[src/rtl/ahb_to_apb4_bridge_mslv_if.sv]
// ahb_to_apb4_bridge_mslv_if: AHB-Lite slave side and APB4 master side signals of the bridge.
interface ahb_to_apb4_bridge_mslv_if #(
    parameter int ADDR_WIDTH = 32,
    parameter int DATA_WIDTH = 32,
    parameter int NUM_SLV    = 4
);
    logic                          i_hsel;
    logic [ADDR_WIDTH-1:0]         i_haddr;
    logic [1:0]                    i_htrans;
    logic                          i_hwrite;
    logic [2:0]                    i_hsize;
    logic [3:0]                    i_hprot;
    logic [DATA_WIDTH-1:0]         i_hwdata;
    logic                          i_hreadyin;
    logic                          o_hreadyout;
    logic                          o_hresp;
    logic [DATA_WIDTH-1:0]         o_hrdata;
    logic [NUM_SLV-1:0]            o_psel;
    logic                          o_penable;
    logic                          o_pwrite;
    logic [ADDR_WIDTH-1:0]         o_paddr;
    logic [DATA_WIDTH-1:0]         o_pwdata;
    logic [DATA_WIDTH/8-1:0]       o_pstrb;
    logic [2:0]                    o_pprot;
    logic [NUM_SLV-1:0]            i_pready;
    logic [NUM_SLV-1:0]            i_pslverr;
    logic [NUM_SLV*DATA_WIDTH-1:0] i_prdata;

    modport slave (
        input  i_hsel, i_haddr, i_htrans, i_hwrite, i_hsize, i_hprot, i_hwdata, i_hreadyin,
        input  i_pready, i_pslverr, i_prdata,
        output o_hreadyout, o_hresp, o_hrdata,
        output o_psel, o_penable, o_pwrite, o_paddr, o_pwdata, o_pstrb, o_pprot
    );

    modport master (
        output i_hsel, i_haddr, i_htrans, i_hwrite, i_hsize, i_hprot, i_hwdata, i_hreadyin,
        output i_pready, i_pslverr, i_prdata,
        input  o_hreadyout, o_hresp, o_hrdata,
        input  o_psel, o_penable, o_pwrite, o_paddr, o_pwdata, o_pstrb, o_pprot
    );
endinterface

[src/rtl/ahb_to_apb4_bridge_mslv.sv]
// ahb_to_apb4_bridge_mslv: AHB-Lite slave to multi-slave APB4 bridge with unmapped-address and wait-state timeout errors.
module ahb_to_apb4_bridge_mslv #(
    parameter int ADDR_WIDTH    = 32,
    parameter int DATA_WIDTH    = 32,
    parameter int NUM_SLV       = 4,
    parameter int SLV_ADDR_BITS = 12,
    parameter int TIMEOUT_CYC   = 255
) (
    input logic                      i_clk,
    input logic                      i_reset,
    ahb_to_apb4_bridge_mslv_if.slave bus
);
    localparam int IDX_W  = $clog2(NUM_SLV);
    localparam int STRB_W = DATA_WIDTH / 8;
    localparam int CNT_W  = TIMEOUT_CYC > 0 ? $clog2(TIMEOUT_CYC + 1) : 1;
    localparam bit TO_EN  = TIMEOUT_CYC > 0;
    localparam logic [CNT_W-1:0]   TO_LAST = CNT_W'(TIMEOUT_CYC > 0 ? TIMEOUT_CYC - 1 : 0);
    localparam logic [NUM_SLV-1:0] SEL_ONE = NUM_SLV'(1);

    typedef enum logic [2:0] {
        S_IDLE, S_WDATA, S_SETUP, S_ACCESS, S_DONE, S_ERR1, S_ERR2
    } state_t;

    state_t                  state_q, state_d;
    logic [IDX_W-1:0]        idx_q, idx_d;
    logic [2:0]              size_q, size_d;
    logic [1:0]              alo_q, alo_d;
    logic [CNT_W-1:0]        cnt_q, cnt_d;
    logic                    hreadyout_q, hreadyout_d;
    logic                    hresp_q, hresp_d;
    logic [DATA_WIDTH-1:0]   hrdata_q, hrdata_d;
    logic [NUM_SLV-1:0]      psel_q, psel_d;
    logic                    penable_q, penable_d;
    logic                    pwrite_q, pwrite_d;
    logic [ADDR_WIDTH-1:0]   paddr_q, paddr_d;
    logic [DATA_WIDTH-1:0]   pwdata_q, pwdata_d;
    logic [STRB_W-1:0]       pstrb_q, pstrb_d;
    logic [2:0]              pprot_q, pprot_d;

    logic                    capture, mapped, sel_ready, sel_err;
    logic [IDX_W-1:0]        cap_idx;
    logic [DATA_WIDTH-1:0]   sel_rdata;
    logic [STRB_W-1:0]       strb;
    logic                    unused_ok;

    assign unused_ok = ^{bus.i_hprot[3:2], bus.i_htrans[0]};
    // A new transfer is accepted from IDLE and also in the DONE cycle, back-to-back.
    assign capture = bus.i_hsel & bus.i_hreadyin & bus.i_htrans[1] & (state_q == S_IDLE || state_q == S_DONE);
    assign cap_idx = bus.i_haddr[SLV_ADDR_BITS +: IDX_W];
    assign mapped  = {1'b0, cap_idx} < (IDX_W + 1)'(NUM_SLV);
    assign strb    = size_q == 3'd0 ? STRB_W'(1) << alo_q :
                     size_q == 3'd1 ? STRB_W'(3) << {alo_q[1], 1'b0} : {STRB_W{1'b1}};

    always_comb begin
        sel_ready = 1'b0;
        sel_err   = 1'b0;
        sel_rdata = '0;
        for (int k = 0; k < NUM_SLV; k++) begin
            if (idx_q == IDX_W'(k)) begin
                sel_ready = bus.i_pready[k];
                sel_err   = bus.i_pslverr[k];
                sel_rdata = bus.i_prdata[k*DATA_WIDTH +: DATA_WIDTH];
            end
        end
    end

    always_comb begin
        state_d   = state_q;
        idx_d     = idx_q;
        size_d    = size_q;
        alo_d     = alo_q;
        cnt_d     = cnt_q;
        hrdata_d  = hrdata_q;
        psel_d    = psel_q;
        penable_d = penable_q;
        pwrite_d  = pwrite_q;
        paddr_d   = paddr_q;
        pwdata_d  = pwdata_q;
        pstrb_d   = pstrb_q;
        pprot_d   = pprot_q;
        case (state_q)
            S_IDLE, S_DONE: begin
                state_d = S_IDLE;
                if (capture) begin
                    idx_d  = cap_idx;
                    size_d = bus.i_hsize;
                    alo_d  = bus.i_haddr[1:0];
                    if (!mapped) begin
                        state_d = S_ERR1;
                    end else begin
                        state_d  = bus.i_hwrite ? S_WDATA : S_SETUP;
                        psel_d   = bus.i_hwrite ? '0 : SEL_ONE << cap_idx;
                        pwrite_d = bus.i_hwrite;
                        paddr_d  = bus.i_haddr;
                        pstrb_d  = '0;
                        pprot_d  = {~bus.i_hprot[0], 1'b1, bus.i_hprot[1]};
                        cnt_d    = '0;
                    end
                end
            end
            S_WDATA: begin
                state_d  = S_SETUP;
                pwdata_d = bus.i_hwdata;
                pstrb_d  = strb;
                psel_d   = SEL_ONE << idx_q;
                cnt_d    = '0;
            end
            S_SETUP: begin
                state_d   = S_ACCESS;
                penable_d = 1'b1;
            end
            S_ACCESS: begin
                if (sel_ready || (TO_EN && cnt_q == TO_LAST)) begin
                    psel_d    = '0;
                    penable_d = 1'b0;
                    state_d   = sel_ready && !sel_err ? S_DONE : S_ERR1;
                    hrdata_d  = sel_ready && !sel_err && !pwrite_q ? sel_rdata : hrdata_q;
                end else begin
                    cnt_d = &cnt_q ? cnt_q : cnt_q + 1'b1;
                end
            end
            S_ERR1:  state_d = S_ERR2;
            default: state_d = S_IDLE;
        endcase
        // Read data is cleared as the error response begins so stale data never accompanies ERROR.
        hrdata_d    = state_d == S_ERR1 ? '0 : hrdata_d;
        hreadyout_d = state_d inside {S_IDLE, S_DONE, S_ERR2};
        hresp_d     = state_d inside {S_ERR1, S_ERR2};
    end

    always_ff @(posedge i_clk or posedge i_reset) begin
        if (i_reset) begin
            state_q     <= S_IDLE;
            idx_q       <= '0;
            size_q      <= '0;
            alo_q       <= '0;
            cnt_q       <= '0;
            hreadyout_q <= 1'b1;
            hresp_q     <= 1'b0;
            hrdata_q    <= '0;
            psel_q      <= '0;
            penable_q   <= 1'b0;
            pwrite_q    <= 1'b0;
            paddr_q     <= '0;
            pwdata_q    <= '0;
            pstrb_q     <= '0;
            pprot_q     <= '0;
        end else begin
            state_q     <= state_d;
            idx_q       <= idx_d;
            size_q      <= size_d;
            alo_q       <= alo_d;
            cnt_q       <= cnt_d;
            hreadyout_q <= hreadyout_d;
            hresp_q     <= hresp_d;
            hrdata_q    <= hrdata_d;
            psel_q      <= psel_d;
            penable_q   <= penable_d;
            pwrite_q    <= pwrite_d;
            paddr_q     <= paddr_d;
            pwdata_q    <= pwdata_d;
            pstrb_q     <= pstrb_d;
            pprot_q     <= pprot_d;
        end
    end

    assign bus.o_hreadyout = hreadyout_q;
    assign bus.o_hresp     = hresp_q;
    assign bus.o_hrdata    = hrdata_q;
    assign bus.o_psel      = psel_q;
    assign bus.o_penable   = penable_q;
    assign bus.o_pwrite    = pwrite_q;
    assign bus.o_paddr     = paddr_q;
    assign bus.o_pwdata    = pwdata_q;
    assign bus.o_pstrb     = pstrb_q;
    assign bus.o_pprot     = pprot_q;
endmodule
[src/flat_wrapper.sv]
// flat-port wrapper written by rule: the top's interface ports become plain ports
module ahb_to_apb4_bridge_mslv_flat 
#(
    parameter int ADDR_WIDTH    = 32,
    parameter int DATA_WIDTH    = 32,
    parameter int NUM_SLV       = 4,
    parameter int SLV_ADDR_BITS = 12,
    parameter int TIMEOUT_CYC   = 255
)
  (i_clk, i_reset, bus_i_hsel, bus_i_haddr, bus_i_htrans, bus_i_hwrite, bus_i_hsize, bus_i_hprot, bus_i_hwdata, bus_i_hreadyin, bus_i_pready, bus_i_pslverr, bus_i_prdata, bus_o_hreadyout, bus_o_hresp, bus_o_hrdata, bus_o_psel, bus_o_penable, bus_o_pwrite, bus_o_paddr, bus_o_pwdata, bus_o_pstrb, bus_o_pprot);
  ahb_to_apb4_bridge_mslv_if #(.ADDR_WIDTH(ADDR_WIDTH), .DATA_WIDTH(DATA_WIDTH), .NUM_SLV(NUM_SLV)) bus_i ();
  input logic i_clk;
  input logic i_reset;
  input wire logic [$bits(bus_i.i_hsel)-1:0] bus_i_hsel;
  input wire logic [$bits(bus_i.i_haddr)-1:0] bus_i_haddr;
  input wire logic [$bits(bus_i.i_htrans)-1:0] bus_i_htrans;
  input wire logic [$bits(bus_i.i_hwrite)-1:0] bus_i_hwrite;
  input wire logic [$bits(bus_i.i_hsize)-1:0] bus_i_hsize;
  input wire logic [$bits(bus_i.i_hprot)-1:0] bus_i_hprot;
  input wire logic [$bits(bus_i.i_hwdata)-1:0] bus_i_hwdata;
  input wire logic [$bits(bus_i.i_hreadyin)-1:0] bus_i_hreadyin;
  input wire logic [$bits(bus_i.i_pready)-1:0] bus_i_pready;
  input wire logic [$bits(bus_i.i_pslverr)-1:0] bus_i_pslverr;
  input wire logic [$bits(bus_i.i_prdata)-1:0] bus_i_prdata;
  output wire logic [$bits(bus_i.o_hreadyout)-1:0] bus_o_hreadyout;
  output wire logic [$bits(bus_i.o_hresp)-1:0] bus_o_hresp;
  output wire logic [$bits(bus_i.o_hrdata)-1:0] bus_o_hrdata;
  output wire logic [$bits(bus_i.o_psel)-1:0] bus_o_psel;
  output wire logic [$bits(bus_i.o_penable)-1:0] bus_o_penable;
  output wire logic [$bits(bus_i.o_pwrite)-1:0] bus_o_pwrite;
  output wire logic [$bits(bus_i.o_paddr)-1:0] bus_o_paddr;
  output wire logic [$bits(bus_i.o_pwdata)-1:0] bus_o_pwdata;
  output wire logic [$bits(bus_i.o_pstrb)-1:0] bus_o_pstrb;
  output wire logic [$bits(bus_i.o_pprot)-1:0] bus_o_pprot;
  assign bus_i.i_hsel = bus_i_hsel;
  assign bus_i.i_haddr = bus_i_haddr;
  assign bus_i.i_htrans = bus_i_htrans;
  assign bus_i.i_hwrite = bus_i_hwrite;
  assign bus_i.i_hsize = bus_i_hsize;
  assign bus_i.i_hprot = bus_i_hprot;
  assign bus_i.i_hwdata = bus_i_hwdata;
  assign bus_i.i_hreadyin = bus_i_hreadyin;
  assign bus_i.i_pready = bus_i_pready;
  assign bus_i.i_pslverr = bus_i_pslverr;
  assign bus_i.i_prdata = bus_i_prdata;
  assign bus_o_hreadyout = bus_i.o_hreadyout;
  assign bus_o_hresp = bus_i.o_hresp;
  assign bus_o_hrdata = bus_i.o_hrdata;
  assign bus_o_psel = bus_i.o_psel;
  assign bus_o_penable = bus_i.o_penable;
  assign bus_o_pwrite = bus_i.o_pwrite;
  assign bus_o_paddr = bus_i.o_paddr;
  assign bus_o_pwdata = bus_i.o_pwdata;
  assign bus_o_pstrb = bus_i.o_pstrb;
  assign bus_o_pprot = bus_i.o_pprot;
  ahb_to_apb4_bridge_mslv #(.ADDR_WIDTH(ADDR_WIDTH), .DATA_WIDTH(DATA_WIDTH), .NUM_SLV(NUM_SLV), .SLV_ADDR_BITS(SLV_ADDR_BITS), .TIMEOUT_CYC(TIMEOUT_CYC)) u_core (.i_clk(i_clk), .i_reset(i_reset), .bus(bus_i));
endmodule
[config.mk]
export PLATFORM = sky130hd
export DESIGN_NAME = ahb_to_apb4_bridge_mslv_flat
export DESIGN_NICKNAME = d
export VERILOG_FILES = /design/src/rtl/ahb_to_apb4_bridge_mslv_if.sv /design/src/rtl/ahb_to_apb4_bridge_mslv.sv /design/src/flat_wrapper.sv
export SDC_FILE = /design/constraint.sdc
export NUM_CORES = 1
export LEC_CHECK = 0
export BUFFER_PORTS_ARGS = -buffer_cell sky130_fd_sc_hd__buf_2
export CAP_MARGIN = 5
export CORE_AREA = 2 2 125 127
export CTS_BUF_LIST = sky130_fd_sc_hd__clkbuf_8 sky130_fd_sc_hd__clkbuf_16
export CTS_CLUSTER_DIAMETER = 30
export DETAILED_ROUTE_END_ITERATION = 6
export DIE_AREA = 0 0 127 129
export PLACE_DENSITY = 0.76
export SLEW_MARGIN = 30
export SYNTH_ARGS = -nofsm -noshare
export SYNTH_HDL_FRONTEND = slang
export SYNTH_SLANG_ARGS = --single-unit
[constraint.sdc]
create_clock -name i_clk -period 6.65 [get_ports i_clk]
set_input_delay 1.33 -clock i_clk [delete_from_list [all_inputs] [get_ports i_clk]]
set_output_delay 1.33 -clock i_clk [all_outputs]
set_load 0.02 [all_outputs]
==> flow_metrics.tcl, run 1 <==
set metrics [dict create \
    outcome "finished clean" \
    required_ns 6.98 \
    arrival_ns 3.22 \
    fmax_ghz 0.346 \
    die_h_um 129 \
    grt.busiest_layer "met2" \
    port-buffer-count 321 \
    clk_pin_slew_worst_paths_ns 0.06 \
    finalWorstSetupSlack_ns 3.76 \
    area_delta_synth_final_pct 39.2 \
    p_int_w 0.00234 \
    grtUsageMet2 0.383 \
    cts_max_path_buffers 2 \
    crit_fanout 33 \
    rsz0062_at_grt "false" \
    layout-drive-gt1-share 0.487 \
    post_cts_resized 0 \
    nets 1066 \
    cts_tree "yes" \
    cap_violations 0 \
    initialDrtViolationCount 271 \
    power.total_w 0.00391 \
    skew_ns 0.0122 \
    setup-tns-final_ns 0 \
    drcViolationCount 0 \
    via_per_inst 4.99 \
    p_sw_w 0.00157 \
    globalRouteTotalUtil 0.209 \
    crit_type "in -> reg" \
    cp-end-kind "flop" \
    wire_per_inst_um 16.6 \
    place_ws_ns 3.34 \
    ys_ff_latch 125 \
    cts_root_buffer "clkbuf_16" \
    synth_top_flop_cell "dfrtp_1" \
    dieWidth_um 127 \
    pwr-share-seq 0.330 \
    combPwrFrac 0.442 \
    ctsHoldBuffers 0 \
    ir_drop_v 0.000257 \
    final_cell_mix "buf_2 (321), nand2_1 (184), dfrtp_1 (123)" \
    overflow 0 \
    grt_antenna_before_repair 3 \
    dieArea_um2 16400 \
    clkLatencyLatePin_ns 0.41 \
    ant_nets 0 \
    multiInputGateArea_um2 2630 \
    mostFrequentLayoutCell "buf_2" \
    first_global_vias 5361 \
    async_reset_ff_frac 1.00 \
    holdWs_ns 0.468 \
    nFillCells 1342 \
    critPathLaunchType "primary input" \
    syn_area_um2 5940 \
    ys_seq_area_frac 0.527 \
    gp_congestion 0.834 \
    io_pins 325 \
    switching_share 0.401 \
    post-route-period-util 0.434 \
    relSlewSlack 0.417 \
    fp-row-count 45 \
    cts_buffers 17 \
    finalHoldViolations 0 \
    power_frac_clock 0.227 \
    synth_nets 751 \
    final-max-slew-violation-count 0 \
    ys_warn_count 0 \
    core_region_area_um2 15000 \
    synth_cells 535 \
    fin_crit_ns 2.89 \
    hold_class "reg -> reg" \
    vias 5242 \
    use_met1 0.229 \
    grtUsageMet3 0.0644 \
    h-tree-depth 4 \
    dpl.hpwl_um 13300 \
    grt_max_degree 84 \
    regArea_um2 3130 \
    worst_slew_pin_slew_ns 0.873 \
    power_density_nw_per_um2 473 \
    synth_edf_count 0 \
    avgSynthCellArea_um2 11.1 \
    start_util 0.396 \
    grt_pass1_wl_um 26400 \
    power_leakage_nw 4.24 \
    diodes 0 \
    drtPass1Iterations 4 \
    synth_cell_types 49 \
    report.final.setup_viol 0 \
    clkSinkCount 125 \
    post_cts_buffers 0 \
    finalWirelength_um 17400 \
]
-- kinds of logic (layout without fill, tap and decap cells) --
logic type | after synthesis | after routing | share of synthesized area
xor gates and xnor gates | 3 | 3 | 0.00443
muxes | 67 | 67 | 0.193
AOI/OAI and AO/OA | 79 | 79 | 0.0860
DFF | 125 | 125 | 0.527
buffers and inverters | 39 | 367 | 0.0327
adders and majority gates | 2 | 2 | 0.00421
and+or+nand+nor | 220 | 220 | 0.152
-- final cells by class --
type | instances | share of cell area
Tap cell | 188 | 0.0285
Clock buffer | 17 | 0.0515
Multi-Input combinational cell | 371 | 0.319
Sequential cell | 125 | 0.379
Inverter | 7 | 0.00378
Clock inverter | 15 | 0.0182
Timing Repair Buffer | 328 | 0.201
-- flip-flops by register name, indices dropped and copies added (netlist names) --
name,cells
u_core.bus.o_paddr,32
u_core.bus.o_hresp,1
u_core.bus.o_hrdata,32
u_core.bus.o_pprot,3
u_core.bus.o_pwrite,1
u_core.bus.o_pstrb,4
u_core.bus.o_psel,4
u_core.bus.o_pwdata,32
u_core.bus.o_hreadyout,1
u_core.bus.o_penable,1
u_core.cnt_q,8
u_core.state_q,3
u_core.size_q,3
-- routing by layer --
metal | vias to the layer above | part of all wire | wire length (um)
li1 | 2491 | - | -
met1 | 2515 | 0.38 | 6640
met2 | 206 | 0.53 | 9170
met3 | 24 | 0.072 | 1250
met4 | 6 | 0.018 | 319
met5 | - | 0.0022 | 38
-- final timing paths --
check                      cells past startpoint                             endpoint  slack (ns)                          startpoint
setup reg to reg                               5  u_core.bus.o_hrdata[22]$_DFFE_PP0P_        3.99  u_core.bus.o_paddr[13]$_DFFE_PP0P_
min in group asynchronous                      2   u_core.bus.o_hrdata[6]$_DFFE_PP0P_        1.06                             i_reset
max in group asynchronous                      3   u_core.bus.o_paddr[12]$_DFFE_PP0P_        4.52                             i_reset
hold reg to reg                                2    u_core.bus.o_paddr[5]$_DFFE_PP0P_        0.47   u_core.bus.o_paddr[5]$_DFFE_PP0P_
hold / removal                                 2    u_core.bus.o_paddr[5]$_DFFE_PP0P_        0.47   u_core.bus.o_paddr[5]$_DFFE_PP0P_
setup / recovery                               5         u_core.bus.o_hresp$_DFF_PP0_        3.76                     bus_i_pready[3]
-- stage by stage --
| stage | util | instances | cell area [um^2] |
|---|---|---|---|
| floorplan | - | 535 | 5940 |
| global placement | 0.513 | 1019 | 7690 |
| detailed placement | 0.513 | 1019 | 7690 |
| CTS | 0.552 | 1051 | 8270 |
| global route | 0.552 | 1051 | 8270 |
| finish | 0.552 | 1051 | 8270 |
-- critical path: stages --
cell and delay (ns):
buf_2 0.11, mux4_2 0.56, nand4b_1 0.27, a21oi_4 0.73
o21bai_1 0.21
-- cell usage after synthesis (2+ instances only) --
master	instances	area [um^2]
o2111ai_1	2	17.5
nand2b_1	7	43.8
buf_2	11	55.1
dfrtp_1	124	3100
a21oi_1	35	175
nand2_1	184	691
ha_1	2	25.0
nand4_1	2	12.5
nor2_1	8	30.0
nor3_1	4	20.0
buf_6	4	45.0
inv_1	6	22.5
and4_1	2	17.5
mux2_2	13	146
and2_1	4	25.0
o21ai_2	2	17.5
o21ai_0	9	45.0
clkbuf_1	16	60.1
xor2_1	3	26.3
a22o_1	4	35.0
o21ai_1	9	45.0
mux2_1	19	214
or3_1	2	12.5
a32oi_1	4	35.0
mux4_2	35	788
-- power groups by stage --
stage,sequential (W),combinational [W],clock (W)
after floorplan,0.00161,0.000854,0
after global routing,0.00133,0.00187,0.000944
final,0.00129,0.00173,0.000888
after detailed placement,0.00130,0.00175,0
after global placement,0.00129,0.00172,0
after CTS,0.00129,0.00175,0.000909
Power figures use the tool's default switching activity.
==> run 2, diff against run 1 <==
- clock period: 6.65 -> 2.86 ns (I/O delays scaled with it)
==> run 2 against run 1 <==
Compared with the run above:
- clock power rose to 2.5 times the previous value
- first-iteration DRC count shrank 15%
- global-route usage rose by 0.67 points
- die area is the same
- utilization grew 0.83 points
- register-to-register slack lost 3.4 ns
- clock skew shrank 0.0027 ns
- non-clock buffer count increased by 7
- combinational power rose by 140%
- critical path depth is 1 higher
- design area up 1.5%
- largest cell class unchanged
- highest routed layer is now met4
==> flow_metrics.tcl, run 2 (synthesis results as in run 1) <==
set metrics [dict create \
    reg2reg_to "u_core.bus.o_hrdata[12]$_DFFE_PP0P_" \
    fmax_ghz 0.445 \
    report.final.setup_viol 0 \
    dpl_cell_area_um2 7760 \
    final_core_util 0.560 \
    ir_drop_v 0.000560 \
    cts_tree "yes" \
    cts_root_buffer "clkbuf_16" \
    initialDrtViolationCount 230 \
    overflow 0 \
    globalRouteTotalUtil 0.215 \
    core_region_area_um2 15000 \
    gp_congestion 0.730 \
    dpl.hpwl_um 13600 \
    grt_antenna_before_repair 3 \
    slowest_stage "mux4_2" \
    final_cell_mix "buf_2 (321), nand2_1 (184), dfrtp_1 (123)" \
    vias 5278 \
    crit_start "u_core.bus.o_paddr[12]$_DFFE_PP0P_" \
    post_cts_resized 0 \
    cts_buffers 17 \
    cp-end-kind "flop" \
    worst_slew_pin_slew_ns 0.811 \
    setup-tns-final_ns 0 \
    clk_pin_slew_worst_paths_ns 0.06 \
    arrival_ns 2.57 \
    crit_top_cell "buf_4" \
    ant_nets 0 \
    dieWidth_um 127 \
    ctsHoldBuffers 0 \
    power_leakage_nw 4.29 \
    mostFrequentLayoutCell "buf_2" \
    h-tree-depth 4 \
    finalHoldViolations 0 \
    drcViolationCount 0 \
    grt_pass1_wl_um 27300 \
    drtPass1Iterations 4 \
    clkLatencyLatePin_ns 0.41 \
    post_cts_buffers 0 \
    cts_max_path_buffers 2 \
    rr_startpoint "u_core.bus.o_paddr[12]$_DFFE_PP0P_" \
    die_h_um 129 \
    crit_type "reg -> reg" \
    dieArea_um2 16400 \
    area_delta_synth_final_pct 41.3 \
    critPathMaxStageDelay_ns 0.60 \
    critPathLaunchType "flop" \
    power_density_nw_per_um2 1110 \
    first_global_vias 5426 \
    nFillCells 1343 \
    cp-endpoint "u_core.bus.o_hrdata[12]$_DFFE_PP0P_" \
    cap_violations 0 \
    rsz0062_at_grt "false" \
    post-route-period-util 0.787 \
    crit_fanout 34 \
    nets 1073 \
    via_per_inst 4.98 \
    required_ns 3.19 \
    fp-row-count 45 \
    io_pins 325 \
    wire_per_inst_um 16.8 \
    port-buffer-count 321 \
    outcome "finished clean" \
    hold_class "in -> async" \
    reg2reg_slack_ns 0.61 \
    crit_chain "buf_4, mux4_2, nand2_1, a21oi_4, buf_4, a21oi_1" \
    clkSinkCount 125 \
    relSlewSlack 0.458 \
    reg2regPathDepth 6 \
    final-max-slew-violation-count 0 \
    skew_ns 0.00945 \
    grt_max_degree 39 \
    finalWirelength_um 17700 \
    fin_crit_ns 2.25 \
    start_util 0.396 \
    finalInstanceArea_um2 8390 \
    layout-drive-gt1-share 0.490 \
]
[run 2: per-layer routing]
metal  vias up  global-route usage  wire (um)
li1       2516                   -          -
met1      2525               0.235       6650
met2       205               0.395       9290
met3        32              0.0640       1260
met4         0              0.0853        539
met5         -                   0          0
[run 2: worst min path at each step]
stage | start | endpoint | slack [ns] | cells after the start
after CTS | i_reset | u_core.bus.o_pwdata[27]$_DFFE_PP0P_ | 0.32 | 2
after global placement | u_core.bus.o_pprot[1]$_DFFE_PP0P_ | u_core.bus.o_pprot[1]$_DFFE_PP0P_ | 0.44 | 1
after global routing | bus_i_hprot[0] | u_core.bus.o_pprot[2]$_DFFE_PP0P_ | 0.34 | 2
after detailed placement | u_core.bus.o_paddr[27]$_DFFE_PP0P_ | u_core.bus.o_paddr[27]$_DFFE_PP0P_ | 0.46 | 2
after floorplan | u_core.size_q[2]$_DFFE_PP0P_ | u_core.size_q[2]$_DFFE_PP0P_ | 0.45 | 2
final | i_reset | u_core.bus.o_pwdata[27]$_DFFE_PP0P_ | 0.30 | 2
[run 2: through the flow]
step | power [W] | hold WS [ns] | worst slack (ns) | std cells
after floorplan | 0.00574 | 0.446 | 0.750 | 535
after global placement | 0.00702 | 0.445 | 0.600 | 1026
after detailed placement | 0.00711 | 0.457 | 0.582 | 1026
after global routing | 0.00990 | 0.338 | 0.426 | 1059
final | 0.00932 | 0.303 | 0.610 | 1059
after CTS | 0.00940 | 0.323 | 0.572 | 1057
[run 2: worst max-delay path, delay by kind of cell, from the launching register on]
| kind | cells | cell delay, ns |
|---|---|---|
| flops | 1 | 0.42 |
| compound gates | 2 | 0.22 |
| simple gates | 1 | 0.12 |
| buf+inv | 2 | 0.78 |
| mux | 1 | 0.60 |
[run 2: power by group]
part,switching (W),internal [W],total [W]
Combinational,0.00246,0.00167,0.00414
Sequential,0.000421,0.00252,0.00294
Clock,0.000792,0.00145,0.00225
Total,0.00368,0.00564,0.00932
[run 2: cell type report]
| class | count | area, um^2 | area share |
|---|---|---|---|
| diodes | 2 | 5.00 | 0.000597 |
| clock buffers | 17 | 425 | 0.0507 |
| clock inverters | 14 | 194 | 0.0231 |
| flip-flops and latches | 125 | 3130 | 0.373 |
| well taps | 188 | 235 | 0.0280 |
| inverters | 7 | 30.0 | 0.00358 |
| multi-input cells | 371 | 2630 | 0.314 |
| repair buffers | 335 | 1740 | 0.207 |
